==> config.mk <==
export PLATFORM = sky130hd
export DESIGN_NAME = wire_adc_scan
export DESIGN_NICKNAME = d
export VERILOG_FILES = /design/src/rtl/wire_adc_scan.sv
export SDC_FILE = /design/constraint.sdc
export NUM_CORES = 1
export LEC_CHECK = 0
export CORE_AREA = 2 2 99 101
export CTS_CLUSTER_DIAMETER = 150
export DETAILED_ROUTE_END_ITERATION = 10
export DIE_AREA = 0 0 101 103
export PLACE_DENSITY = 0.54
export SETUP_SLACK_MARGIN = 0.5
export SLEW_MARGIN = 20
export SYNTH_ARGS = -nofsm -noshare
export SYNTH_HDL_FRONTEND = slang
export SYNTH_SLANG_ARGS = --single-unit
==> constraint.sdc <==
create_clock -name clk -period 3.6 [get_ports clk]
set_clock_uncertainty 0.1 [all_clocks]
set_input_delay 0.72 -clock clk [delete_from_list [all_inputs] [get_ports clk]]
set_output_delay 0.72 -clock clk [all_outputs]
set_load 0.005 [all_outputs]
==> src/rtl/wire_adc_scan.sv <==
// rtl/wire_adc_scan.sv - continuous SPI scanner for an 8-ch 12-bit ADC measuring six wires
//
// Drives an ADC128S022-style ADC, cycling through channels 0..NUM_CH-1, and publishes
// S[11:5] of each conversion as a 7-bit wire value (val1 = channel 0 ... val6 = channel 5).
// Optional smoothing filter: define WIRE_ADC_AVG_EN.
//
// Ports:
//   clk, rst_n        system clock, synchronous active-low reset
//   en                scan enable
//   adc_cs_n          ADC chip select (active-low)
//   adc_sclk          SPI clock, idle high
//   adc_din           channel address to the ADC (MOSI)
//   adc_dout          conversion data from the ADC (MISO)
//   val1..val6        latest 7-bit wire values for channels 0..5
//   scan_done         one-clk pulse when val6 updates
module wire_adc_scan #(
    parameter int CLK_DIV = 8,
    parameter int NUM_CH  = 6
) (
    input  logic       clk,
    input  logic       rst_n,
    input  logic       en,
    output logic       adc_cs_n,
    output logic       adc_sclk,
    output logic       adc_din,
    input  logic       adc_dout,
    output logic [6:0] val1,
    output logic [6:0] val2,
    output logic [6:0] val3,
    output logic [6:0] val4,
    output logic [6:0] val5,
    output logic [6:0] val6,
    output logic       scan_done
);

    typedef enum logic [1:0] {IDLE, CS_SETUP, SHIFT, CS_HOLD} state_t;

    localparam logic [8:0] DIV_LAST  = 9'(CLK_DIV - 1);
    localparam logic [8:0] SAMPLE_AT = 9'(CLK_DIV - 2);
    localparam logic [8:0] HOLD_LAST = 9'(2 * CLK_DIV - 1);
    localparam logic [2:0] LAST_CH   = 3'(NUM_CH - 1);

    state_t      state, state_next;
    logic [8:0]  cnt, cnt_next;
    logic [3:0]  bit_idx, bit_next;
    logic        phase, phase_next;   // 0 = SCLK low half, 1 = SCLK high half
    logic [2:0]  addr;                // channel addressed by the current frame
    logic [2:0]  prev_addr;           // channel whose result the current frame returns
    logic        discard;             // current frame's result is stale (first after IDLE)
    logic [6:0]  rx;                  // captures only S[11:5]
    logic [6:0]  vals [0:5];
    logic [15:0] frame_word;
    logic        fall_next;
    logic        sample_now;
    logic        update_now;
`ifdef WIRE_ADC_AVG_EN
    logic [5:0]  primed;
`endif

    assign frame_word = {2'b00, addr, 11'd0};

    // SCLK falls whenever we enter a low half-period of SHIFT
    assign fall_next  = (state_next == SHIFT) && !phase_next && ((state != SHIFT) || phase);
    // One clk before the rising edge, so the capture sees data settled since the fall
    assign sample_now = (state == SHIFT) && !phase && (cnt == SAMPLE_AT)
                        && (bit_idx <= 4'd11) && (bit_idx >= 4'd5);
    // First clk after the 16th rising edge
    assign update_now = (state == SHIFT) && phase && (bit_idx == 4'd0) && (cnt == 9'd0);

    always_comb begin
        state_next = state;
        cnt_next   = cnt + 9'd1;
        bit_next   = bit_idx;
        phase_next = phase;
        case (state)
            IDLE: begin
                cnt_next = 9'd0;
                if (en) state_next = CS_SETUP;
            end
            CS_SETUP: begin
                if (cnt == DIV_LAST) begin
                    state_next = SHIFT;
                    cnt_next   = 9'd0;
                    phase_next = 1'b0;
                    bit_next   = 4'd15;
                end
            end
            SHIFT: begin
                if (cnt == DIV_LAST) begin
                    cnt_next = 9'd0;
                    if (!phase) begin
                        phase_next = 1'b1;
                    end else if (bit_idx == 4'd0) begin
                        state_next = CS_HOLD;
                    end else begin
                        bit_next   = bit_idx - 4'd1;
                        phase_next = 1'b0;
                    end
                end
            end
            CS_HOLD: begin
                if (cnt == HOLD_LAST) begin
                    cnt_next   = 9'd0;
                    state_next = en ? CS_SETUP : IDLE;
                end
            end
            default: state_next = IDLE;
        endcase
    end

    always_ff @(posedge clk) begin
        if (!rst_n) begin
            state     <= IDLE;
            cnt       <= 9'd0;
            bit_idx   <= 4'd0;
            phase     <= 1'b0;
            addr      <= 3'd0;
            prev_addr <= 3'd0;
            discard   <= 1'b1;
            rx        <= 7'd0;
            adc_cs_n  <= 1'b1;
            adc_sclk  <= 1'b1;
            adc_din   <= 1'b0;
            scan_done <= 1'b0;
            for (int i = 0; i < 6; i++) vals[i] <= 7'd0;
`ifdef WIRE_ADC_AVG_EN
            primed    <= 6'd0;
`endif
        end else begin
            state     <= state_next;
            cnt       <= cnt_next;
            bit_idx   <= bit_next;
            phase     <= phase_next;
            // SPI pins are registered from next-state values so they change glitch-free
            adc_cs_n  <= !((state_next == CS_SETUP) || (state_next == SHIFT));
            adc_sclk  <= !((state_next == SHIFT) && !phase_next);
            if (state_next != SHIFT) adc_din <= 1'b0;
            else if (fall_next)      adc_din <= frame_word[bit_next];
            scan_done <= 1'b0;

            if ((state == IDLE) && en) begin
                addr    <= 3'd0;
                discard <= 1'b1;
            end
            if ((state == CS_HOLD) && (state_next == CS_SETUP)) begin
                prev_addr <= addr;
                addr      <= (addr == LAST_CH) ? 3'd0 : addr + 3'd1;
                discard   <= 1'b0;
            end

            if (sample_now) rx <= {rx[5:0], adc_dout};

            if (update_now && !discard) begin
                for (int i = 0; i < 6; i++) begin
                    if (prev_addr == 3'(i)) begin
`ifdef WIRE_ADC_AVG_EN
                        vals[i]   <= primed[i]
                                     ? 7'(({1'b0, vals[i]} + {1'b0, rx} + 8'd1) >> 1)
                                     : rx;
                        primed[i] <= 1'b1;
`else
                        vals[i] <= rx;
`endif
                    end
                end
                scan_done <= (prev_addr == LAST_CH);
            end
        end
    end

    assign val1 = vals[0];
    assign val2 = vals[1];
    assign val3 = vals[2];
    assign val4 = vals[3];
    assign val5 = vals[4];
    assign val6 = vals[5];

endmodule

==> run_results.csv, run 1 <==
group,metric,value,unit
timing,rsz0062_at_grt,"no",
synthesis,synthArstFlopShare,0,%
setup_path,cp-end-kind,"register",
setup_path,path_max_fanout,10,
setup_path,r2r_start,"cnt[1]$_SDFF_PN0_",
final_layout,finalNetCount,392,
drt,highest_layer,"met4",
synthesis,ys_ff_latch,76,
timing,drv_slew,0,
drt,drcViolationCount,0,
floorplan,initial_core_util,36.52,%
drt,ant_nets,0,
floorplan,dieHeight,103,um
run_status,outcome,"complete, no violations",
cts,cts_tree,"done",
setup_path,r2r_slack,0.70,ns
floorplan,die_width,101,um
cts,cts-root-buf,"clkbuf_8",
cts,clk_latency,0.35,ns
floorplan,core_area,9459,sq um
cts,clk_pin_slew,0.08,ns
floorplan,dieArea,10400,sq um
worst_hold_path,worstHoldPathCells,1,
drt,num_vias,2458,
cts,clk_path_buf_depth,2,
synthesis,postSynthCellCount,317,
final_layout,mostFrequentLayoutCells,"clkdlybuf4s50_1, and2_1, edfxtp_1",
grt,first_global_vias,2361,
setup_path,slowest_delay,0.41,ns
grt,grt_max_degree,16,
worst_hold_path,hold_path_startpoint,"cnt[0]$_SDFF_PN0_",
drt,wire_per_inst,14.92,um
timing,fin_crit,2.897,ns
setup_path,path_delay_family,"simple AND/OR/NAND/NOR gates",
grt,grt_util_all_layers,15.07,%
place,placed_area,4113,sq um
timing,fmax,345.2,MHz
synthesis,postSynthNetCount,333,
synthesis,syn-cell-area,3455,sq um
run,maxCapViolCount,0,
setup_path,start_kind,"register",
grt,antenna_found_initial,0,
final_layout,antenna_cells,0,
timing,setup_viol_count_final,0,
place,gp_congestion,0.8400,
timing,hold_violations,0,
cts,postCtsHoldBufs,0,
setup_path,r2r-end,"addr[2]$_SDFFE_PN0P_",
place,io_buffers,49,
setup_path,slowest_stage,"o41ai_1",
setup_path,crit_buf_inv,1,
drt,first_pass_iters,4,
power,peakVddDrop,228.1,uV
setup_path,critical_path_class,"reg -> reg",
synthesis,synth.yosys.warnings,0,
drt,totalWireLength,7.385,mm
synthesis,synth_edf_count,42,
drt,met2_length,3.472,mm
worst_hold_path,min_path_type,"reg -> reg",
drt,wl_met3,340,um
synthesis,ys_dominant_reg_cell,"edfxtp_1",
grt,overflow,0,
floorplan,row_count,36,
cts,cts_made_buffers,9,
power,powerDensity,435.9,nW/um^2
synthesis,avgSynthCellArea,10.90,sq um
floorplan,io_pins,50,
final_layout,drive_above_1_share,10.76,%
synthesis,yosysUniqueCellTypes,47,
place,dp_hpwl,5.296,mm
final_layout,area.growth.synth_to_final,26.91,%
drt,drt_iter0_markers,122,
setup_path,r2r_cells,13,
timing,max_slew_margin,62.76,%
final_layout,final_common_cell,"clkdlybuf4s50_1",
power,p_leak,1.603,nW
worst_hold_path,worst_hold_path.endpoint,"cnt[0]$_SDFF_PN0_",
drt,wl_met1,3.466,mm
cts,clkSinkCount,76,
setup_path,cp.arrival,3.09,ns
synthesis,yosysSeqAreaShare,56.21,%
grt,grt_first_pass_wirelength,11.99,mm
setup_path,critPathRequiredTime,3.79,ns
setup_path,crit_top_cell,"nand2_1",
setup_path,cp_num_cells,13,
timing,period_share,80.47,%
setup_path,crit_chain,"ha_1 -> and4bb_2 -> nand2_1 -> o41ai_1 -> a32oi_1 -> o21ai_0 -> ha_1 -> nand2_1 -> inv_1 -> nand2_1 -> nand2_1 -> a22oi_1 -> nor2_1",
drt,viasPerCell,4.966,
final_layout,final_area,4384,sq um
timing,tightest_slew,0.5539,ns
cts,cts_max_level,3,
timing,tns,0,ns
-- synth_stat cells (7+ instances only) --
library cell,number,area [sq um]
a21oi_1,10,50.05
and2_1,43,269.0
clkbuf_1,7,26.28
dfxtp_1,34,680.7
edfxtp_1,42,1261
ha_1,12,150.1
inv_1,22,82.58
mux2i_1,8,80.08
nand2_1,23,86.33
nand3_1,8,40.04
nor2_1,28,105.1
o21ai_0,13,65.06
-- area by class of cell --
class                      instances  area (sq um)
clock buffer                      10         127.6
clock inverter                     6         137.6
timing repair buffer              57         550.5
fill                             896          5075
inverter                          22         82.58
tap                              114         142.6
multi-input combinational        210          1401
sequential                        76          1942
-- worst reg2reg max path, delay by kind of cell (launching register included) --
| family | cells | cell delay, ns |
|---|---|---|
| simple gates | 6 | 0.94 |
| compound gates | 4 | 0.78 |
| fa+ha+maj | 2 | 0.45 |
| flops | 1 | 0.38 |
| buf+inv | 1 | 0.18 |
-- through the flow --
stage / std cells / hold WS (ns) / worst slack (ns) / total power [mW] / util [%]
after floorplan: 317 / 0.3297 / 0.7574 / 1.006 / -
after global placement: 479 / 0.3483 / 0.7982 / 1.076 / 43.48
after detailed placement: 479 / 0.3540 / 0.7377 / 1.078 / 43.48
after CTS: 495 / 0.3701 / 0.7260 / 1.925 / 46.28
after global routing: 495 / 0.4029 / 0.5104 / 1.978 / 46.35
final: 495 / 0.3660 / 0.7031 / 1.911 / 46.35
-- metal layers --
layer | vias up | track usage [%]
li1 | 1230 | -
met1 | 1152 | 19.32
met2 | 69 | 25.08
met3 | 7 | 3.390
met4 | 0 | 5.613
met5 | - | 0
-- flip-flops by register name (all words and copies together) (netlist names), 2 cells and up --
signal and count:
vals 42, cnt 9, rx 7, bit_idx 4, addr 3, prev_addr 3, state 2
-- what timing repair did --
| item | in CTS | in global routing |
|---|---|---|
| hold endpoints to repair | 0 | 0 |
| buffers inserted | 0 | 0 |
| gates resized for setup | 0 | 1 |
| setup endpoints to repair | 0 | 3 |
-- how the worst max path moves through the flow --
| stage | from | endpoint | slack (ns) |
|---|---|---|---|
| after floorplan | state[0]$_SDFF_PN0_ | vals[2][0]$_SDFFCE_PN0P_ | 0.76 |
| after global routing | cnt[1]$_SDFF_PN0_ | addr[2]$_SDFFE_PN0P_ | 0.51 |
| after global placement | rst_n | vals[4][0]$_SDFFCE_PN0P_ | 0.80 |
| after CTS | state[0]$_SDFF_PN0_ | vals[4][2]$_SDFFCE_PN0P_ | 0.73 |
| final | cnt[1]$_SDFF_PN0_ | addr[2]$_SDFFE_PN0P_ | 0.70 |
| after detailed placement | state[0]$_SDFF_PN0_ | vals[4][2]$_SDFFCE_PN0P_ | 0.74 |
-- power by group --
group,internal (mW),switching [mW]
Clock,0.533,0.320
Sequential,0.937,0.00866
Combinational,0.0603,0.0515
Total,1.53,0.381
-- cell families (layout without fill, tap and decap cells) --
| kind of cell | count (synthesis) | in the layout | share of synthesized area (%) |
|---|---|---|---|
| and+or+nand+nor | 139 | 139 | 23.65 |
| adders and majority gates | 12 | 12 | 4.346 |
| buffers and inverters | 31 | 95 | 3.404 |
| AOI/OAI and AO/OA | 44 | 44 | 8.295 |
| xor gates and xnor gates | 7 | 7 | 1.775 |
| DFF | 76 | 76 | 56.21 |
| muxes | 8 | 8 | 2.318 |
Note: power is estimated with default switching activity, not from simulation.
==> run 2, diff against run 1 <==
--- a/config.mk
+++ b/config.mk
@@ -9,7 +9,7 @@
 export CTS_CLUSTER_DIAMETER = 150
 export DETAILED_ROUTE_END_ITERATION = 10
 export DIE_AREA = 0 0 101 103
-export PLACE_DENSITY = 0.54
+export PLACE_DENSITY = 0.56
 export SETUP_SLACK_MARGIN = 0.5
 export SLEW_MARGIN = 20
 export SYNTH_ARGS = -nofsm -noshare
==> constraint.sdc (replaced) <==
create_clock -name clk -period 2.5 [get_ports clk]
set_clock_uncertainty 0.1 [all_clocks]
set_input_delay 0.5 -clock clk [delete_from_list [all_inputs] [get_ports clk]]
set_output_delay 0.5 -clock clk [all_outputs]
set_load 0.005 [all_outputs]
==> run 2 against run 1 <==
  * Global-route usage rose by 0.88 points
  * Cell count is 4.8% higher
  * Register-to-register slack worse by 0.59 ns
  * Non-clock buffer count increased by 24
  * Critical path depth down 7
  * Sequential power grew 44%
  * Largest power group unchanged
==> run_results.csv, run 2 (same netlist as run 1, synthesis figures left out) <==
group,metric,value,unit
run_status,outcome,"complete, no violations",
final_layout,stdcell_count,519,
timing,drv_slew,0,
grt,grt_util_all_layers,15.95,%
grt,antenna_found_initial,0,
cts,clk_path_buf_depth,2,
timing,fmax,419.2,MHz
grt,grt_first_pass_wirelength,12.86,mm
timing,period_share,95.43,%
final_layout,area.growth.synth_to_final,37.96,%
drt,first_pass_iters,4,
final_layout,finalNetCount,416,
final_layout,final_util,50.38,%
place,gp_congestion,0.9238,
cts,cts_made_buffers,9,
timing,rsz0062_at_grt,"yes",
final_layout,n_fill_cell,891,
drt,drt_iter0_markers,78,
drt,wire_per_inst,15.37,um
drt,ant_nets,0,
place,placed_cells,487,
grt,overflow,0,
timing,timing.final.ws_setup,0.1142,ns
grt,grt_max_degree,21,
place,io_buffers,49,
cts,clkSinkCount,76,
drt,totalWireLength,7.976,mm
final_layout,multi_input_area,1625,sq um
grt,first_global_vias,2605,
final_layout,largest_register_ffs,42,
power,peakVddDrop,206.8,uV
grt,met1_usage,18.69,%
setup_path,critPathRequiredTime,2.43,ns
setup_path,critical_path_class,"reg -> reg",
timing,fin_crit,2.386,ns
timing,setup_viol_count_final,0,
floorplan,dieHeight,103,um
floorplan,core_area,9459,sq um
drt,viasPerCell,4.990,
floorplan,row_count,36,
cts,cts_tree,"done",
timing,tightest_slew,0.4200,ns
place,dp_hpwl,5.438,mm
place,dp_slack,0.001211,ns
final_layout,largestRegisters,"vals: 42 flops, cnt: 9 flops, rx: 7 flops",
worst_hold_path,min_path_type,"reg -> reg",
timing,hold_violations,0,
cts,postCtsHoldBufs,0,
timing,max_slew_margin,71.96,%
floorplan,initial_core_util,36.52,%
run,maxCapViolCount,0,
cts,cts-root-buf,"clkbuf_8",
grt,globalRoute.busiestLayer,"met2",
setup_path,path_max_fanout,7,
timing,tns,0,ns
final_layout,seqCellArea,1957,sq um
cts,cts_max_level,3,
drt,drcViolationCount,0,
power,p_leak,1.744,nW
floorplan,die_width,101,um
final_layout,final_common_cell,"clkdlybuf4s50_1",
floorplan,dieArea,10400,sq um
final_layout,antenna_cells,0,
cts,clk_pin_slew,0.08,ns
final_layout,regMostFlops,"vals",
grt,grtUsageMet2,28.56,%
drt,num_vias,2590,
cts,clk_latency,0.35,ns
setup_path,cp.arrival,2.32,ns
grt,grt_use_met3,4.000,%
setup_path,cp-end-kind,"register",
power,powerDensity,518.3,nW/um^2
final_layout,mostFrequentLayoutCells,"clkdlybuf4s50_1, edfxtp_1, and2_1",
floorplan,io_pins,50,
setup_path,start_kind,"register",
final_layout,drive_above_1_share,26.67,%
[run 2: path summary, 6_finish.rpt]
check | start | to | slack [ns] | cells after the start
worst max-delay path | bit_idx[1]$_SDFF_PN0_ | vals[0][2]$_SDFFCE_PN0P_ | 0.11 | 6
worst min-delay path | cnt[0]$_SDFF_PN0_ | cnt[0]$_SDFF_PN0_ | 0.35 | 1
worst max register to register | bit_idx[1]$_SDFF_PN0_ | vals[0][2]$_SDFFCE_PN0P_ | 0.11 | 6
worst min register to register | cnt[0]$_SDFF_PN0_ | cnt[0]$_SDFF_PN0_ | 0.35 | 1
[run 2: area by class of cell]
cell class	instances	area share, %
clock inverter	7	1.549
inverter	22	1.733
sequential	76	41.06
clock buffer	9	2.599
timing repair buffer	81	15.96
multi-input combinational	210	34.10
tap	114	2.993
[run 2: critical path: stages, from the launching register on]
cell	delay [ns]
dfxtp_2	0.33
inv_1	0.09
ha_2	0.22
nand3_2	0.09
or4_4	0.55
or3_4	0.41
o21ai_4	0.28
[run 2: repair_timing]
action                                  in CTS  in global routing
endpoints found under the setup margin     103                106
pin swaps                                   16                  5
setup buffers                               14                  2
gates resized for setup                     36                 15
[run 2: per-layer routing]
metal / up-vias / part of all wire, %
met4: 0 / 1.4
met1: 1243 / 43
met2: 55 / 52
met3: 12 / 3.6
li1: 1280 / -
met5: - / 0
[run 2: power breakdown]
part	internal [mW]	total (mW)	switching, mW
combinational	0.0928	0.174	0.0808
clock	0.464	0.935	0.471
sequential	1.35	1.36	0.0136
[run 2: per-stage QoR]
stage               hold WS, ns  area [sq um]  total power, mW
floorplan                0.3317          3545            1.456
global placement         0.3510          4255            1.555
global route             0.3789          4766            2.577
CTS                      0.3603          4700            2.500
finish                   0.3548          4766            2.470
detailed placement       0.3696          4255            1.558
==> run 3, diff against run 2 <==
--- a/config.mk
+++ b/config.mk
@@ -5,10 +5,10 @@
 export SDC_FILE = /design/constraint.sdc
 export NUM_CORES = 1
 export LEC_CHECK = 0
-export CORE_AREA = 2 2 99 101
+export CORE_AREA = 10 10 107 109
 export CTS_CLUSTER_DIAMETER = 150
 export DETAILED_ROUTE_END_ITERATION = 10
-export DIE_AREA = 0 0 101 103
+export DIE_AREA = 0 0 117 119
 export PLACE_DENSITY = 0.56
 export SETUP_SLACK_MARGIN = 0.5
 export SLEW_MARGIN = 20
==> run 3 against run 2 <==
  * Register-to-register slack improved by 0.03 ns
  * Via count increased by 2.4%
  * Non-clock buffer count is 5 higher
  * Die area up 34%
  * Clock power is 12% lower
  * Maximum frequency up 1.2%
  * Routed wire length increased by 5.2%
  * Global-route usage down 4.1 points
  * Hold slack got worse by 0.0030 ns
  * Power is 4.4% lower
  * Critical path type unchanged
  * Largest power group unchanged
  * Highest routed layer unchanged
==> run_results.csv, run 3 (same netlist as run 1, synthesis figures left out) <==
group,metric,value,unit
run_status,outcome,"complete, no violations",
drt,ant_nets,0,
floorplan,dieHeight,119,um
cts,clk_path_buf_depth,2,
final_layout,mostFrequentLayoutCells,"clkdlybuf4s50_1, edfxtp_1, and2_1",
run,maxCapViolCount,0,
setup_path,slowest_stage,"or4_4",
place,dp_slack,-0.01813,ns
setup_path,critPathRequiredTime,2.43,ns
drt,viasPerCell,5.061,
floorplan,dieArea,13920,sq um
worst_hold_path,min_path_type,"reg -> reg",
timing,max_slew_margin,68.69,%
timing,tightest_slew,0.4690,ns
grt,grt_first_pass_wirelength,13.18,mm
floorplan,die_width,117,um
cts,cts_made_buffers,9,
setup_path,start_kind,"register",
place,io_buffers,49,
worst_hold_path,hold_path_startpoint,"cnt[0]$_SDFF_PN0_",
setup_path,slowest_delay,0.48,ns
setup_path,crit_chain,"nor4_4 -> nand4_1 -> or4_4 -> or3_4 -> o21ai_4",
timing,fin_crit,2.357,ns
place,placed_area,4263,sq um
grt,first_global_vias,2651,
timing,setup_viol_count_final,0,
timing,timing.final.ws_setup,0.1434,ns
cts,cts-root-buf,"clkbuf_8",
drt,num_vias,2652,
worst_hold_path,worstHoldPathCells,1,
grt,grt_max_degree,19,
final_layout,drive_above_1_share,30.49,%
final_layout,final_common_cell,"clkdlybuf4s50_1",
setup_path,r2r_start,"cnt[5]$_SDFF_PN0_",
setup_path,cp.arrival,2.29,ns
final_layout,regMostFlops,"vals",
worst_hold_path,worst_hold_path.endpoint,"cnt[0]$_SDFF_PN0_",
cts,clk_latency,0.35,ns
floorplan,initial_core_util,36.52,%
drt,wire_per_inst,16.02,um
setup_path,r2r_slack,0.14,ns
final_layout,seqCellArea,1961,sq um
timing,period_share,94.26,%
final_layout,antenna_cells,0,
final_layout,area.growth.synth_to_final,40.71,%
floorplan,row_count,36,
drt,drt_iter0_markers,71,
setup_path,critical_path_class,"reg -> reg",
cts,cts_tree,"done",
cts,clkSinkCount,76,
grt,grt_util_all_layers,11.86,%
place,gp_congestion,0.8157,
drt,drcViolationCount,0,
timing,fmax,424.3,MHz
timing,hold_violations,0,
setup_path,r2r_cells,5,
setup_path,cp-end-kind,"register",
drt,first_pass_iters,4,
final_layout,multi_input_area,1700,sq um
final_layout,largest_register_ffs,42,
timing,rsz0062_at_grt,"yes",
power,p_leak,1.760,nW
drt,totalWireLength,8.392,mm
setup_path,r2r-end,"vals[2][5]$_SDFFCE_PN0P_",
final_layout,finalNetCount,421,
timing,drv_slew,0,
cts,clk_pin_slew,0.07,ns
final_layout,n_fill_cell,868,
grt,overflow,0,
place,dp_hpwl,5.801,mm
floorplan,core_area,9459,sq um
setup_path,path_max_fanout,7,
final_layout,final_area,4861,sq um
power,powerDensity,485.9,nW/um^2
floorplan,io_pins,50,
cts,cts_max_level,3,
final_layout,largestRegisters,"vals: 42 flops, cnt: 9 flops, rx: 7 flops",
power,peakVddDrop,212.4,uV
grt,antenna_found_initial,0,
-- run 3: layer usage --
layer,track usage [%],vias to the layer above,routed length (um)
met5,0,-,0
met1,13.91,1298,3607
met4,4.791,0,102
met2,20.30,60,4296
li1,-,1286,-
met3,2.661,8,384
-- run 3: cell type report --
cell class	count	share of cell area, %
Multi-Input combinational cell	210	34.98
Clock buffer	10	2.625
Tap cell	114	2.934
Timing Repair Buffer	86	16.58
Sequential cell	76	40.33
Clock inverter	6	0.8494
Inverter	22	1.699
-- run 3: through the flow --
step	power, mW	cells	hold slack, ns	utilization, %	setup TNS, ns
floorplan	1.456	317	0.3317	-	0
global placement	1.559	488	0.3559	45.07	0
detailed placement	1.561	488	0.3576	45.07	-0.01813
CTS	2.384	522	0.3533	50.44	0
global route	2.468	524	0.3596	51.39	0
finish	2.362	524	0.3518	51.39	0
-- run 3: where the power goes --
part	internal (mW)	switching (mW)	total (mW)	leakage [nW]
clock	0.360	0.461	0.821	0.0787
combinational	0.0955	0.0856	0.181	0.997
sequential	1.35	0.0136	1.36	0.684
-- run 3: critical path: cells and delay by family, from the launching register on --
family,cells,cell delay (ns)
AOI/OAI and AO/OA,1,0.26
and+or+nand+nor,4,1.32
DFF,1,0.36
-- run 3: worst max path at each step --
stage                        start                       end  slack (ns)  cells past startpoint
3_5_place_dp     cnt[0]$_SDFF_PN0_      addr[2]$_SDFFE_PN0P_       -0.02                     12
6_report         cnt[5]$_SDFF_PN0_  vals[2][5]$_SDFFCE_PN0P_        0.14                      5
4_1_cts          cnt[5]$_SDFF_PN0_  vals[2][6]$_SDFFCE_PN0P_        0.14                      5
3_3_place_gp     cnt[0]$_SDFF_PN0_      addr[2]$_SDFFE_PN0P_       0.003                     12
5_1_grt        state[1]$_SDFF_PN0_      adc_din$_SDFFE_PP0P_        0.05                      8
2_1_floorplan    cnt[7]$_SDFF_PN0_  vals[2][0]$_SDFFCE_PN0P_        0.13                      5
-- run 3: repair_timing --
action,in CTS,in global routing
pin swaps,25,8
buffers inserted,18,2
gates resized for setup,55,14
setup endpoints to repair,103,106
hold buffers,0,0
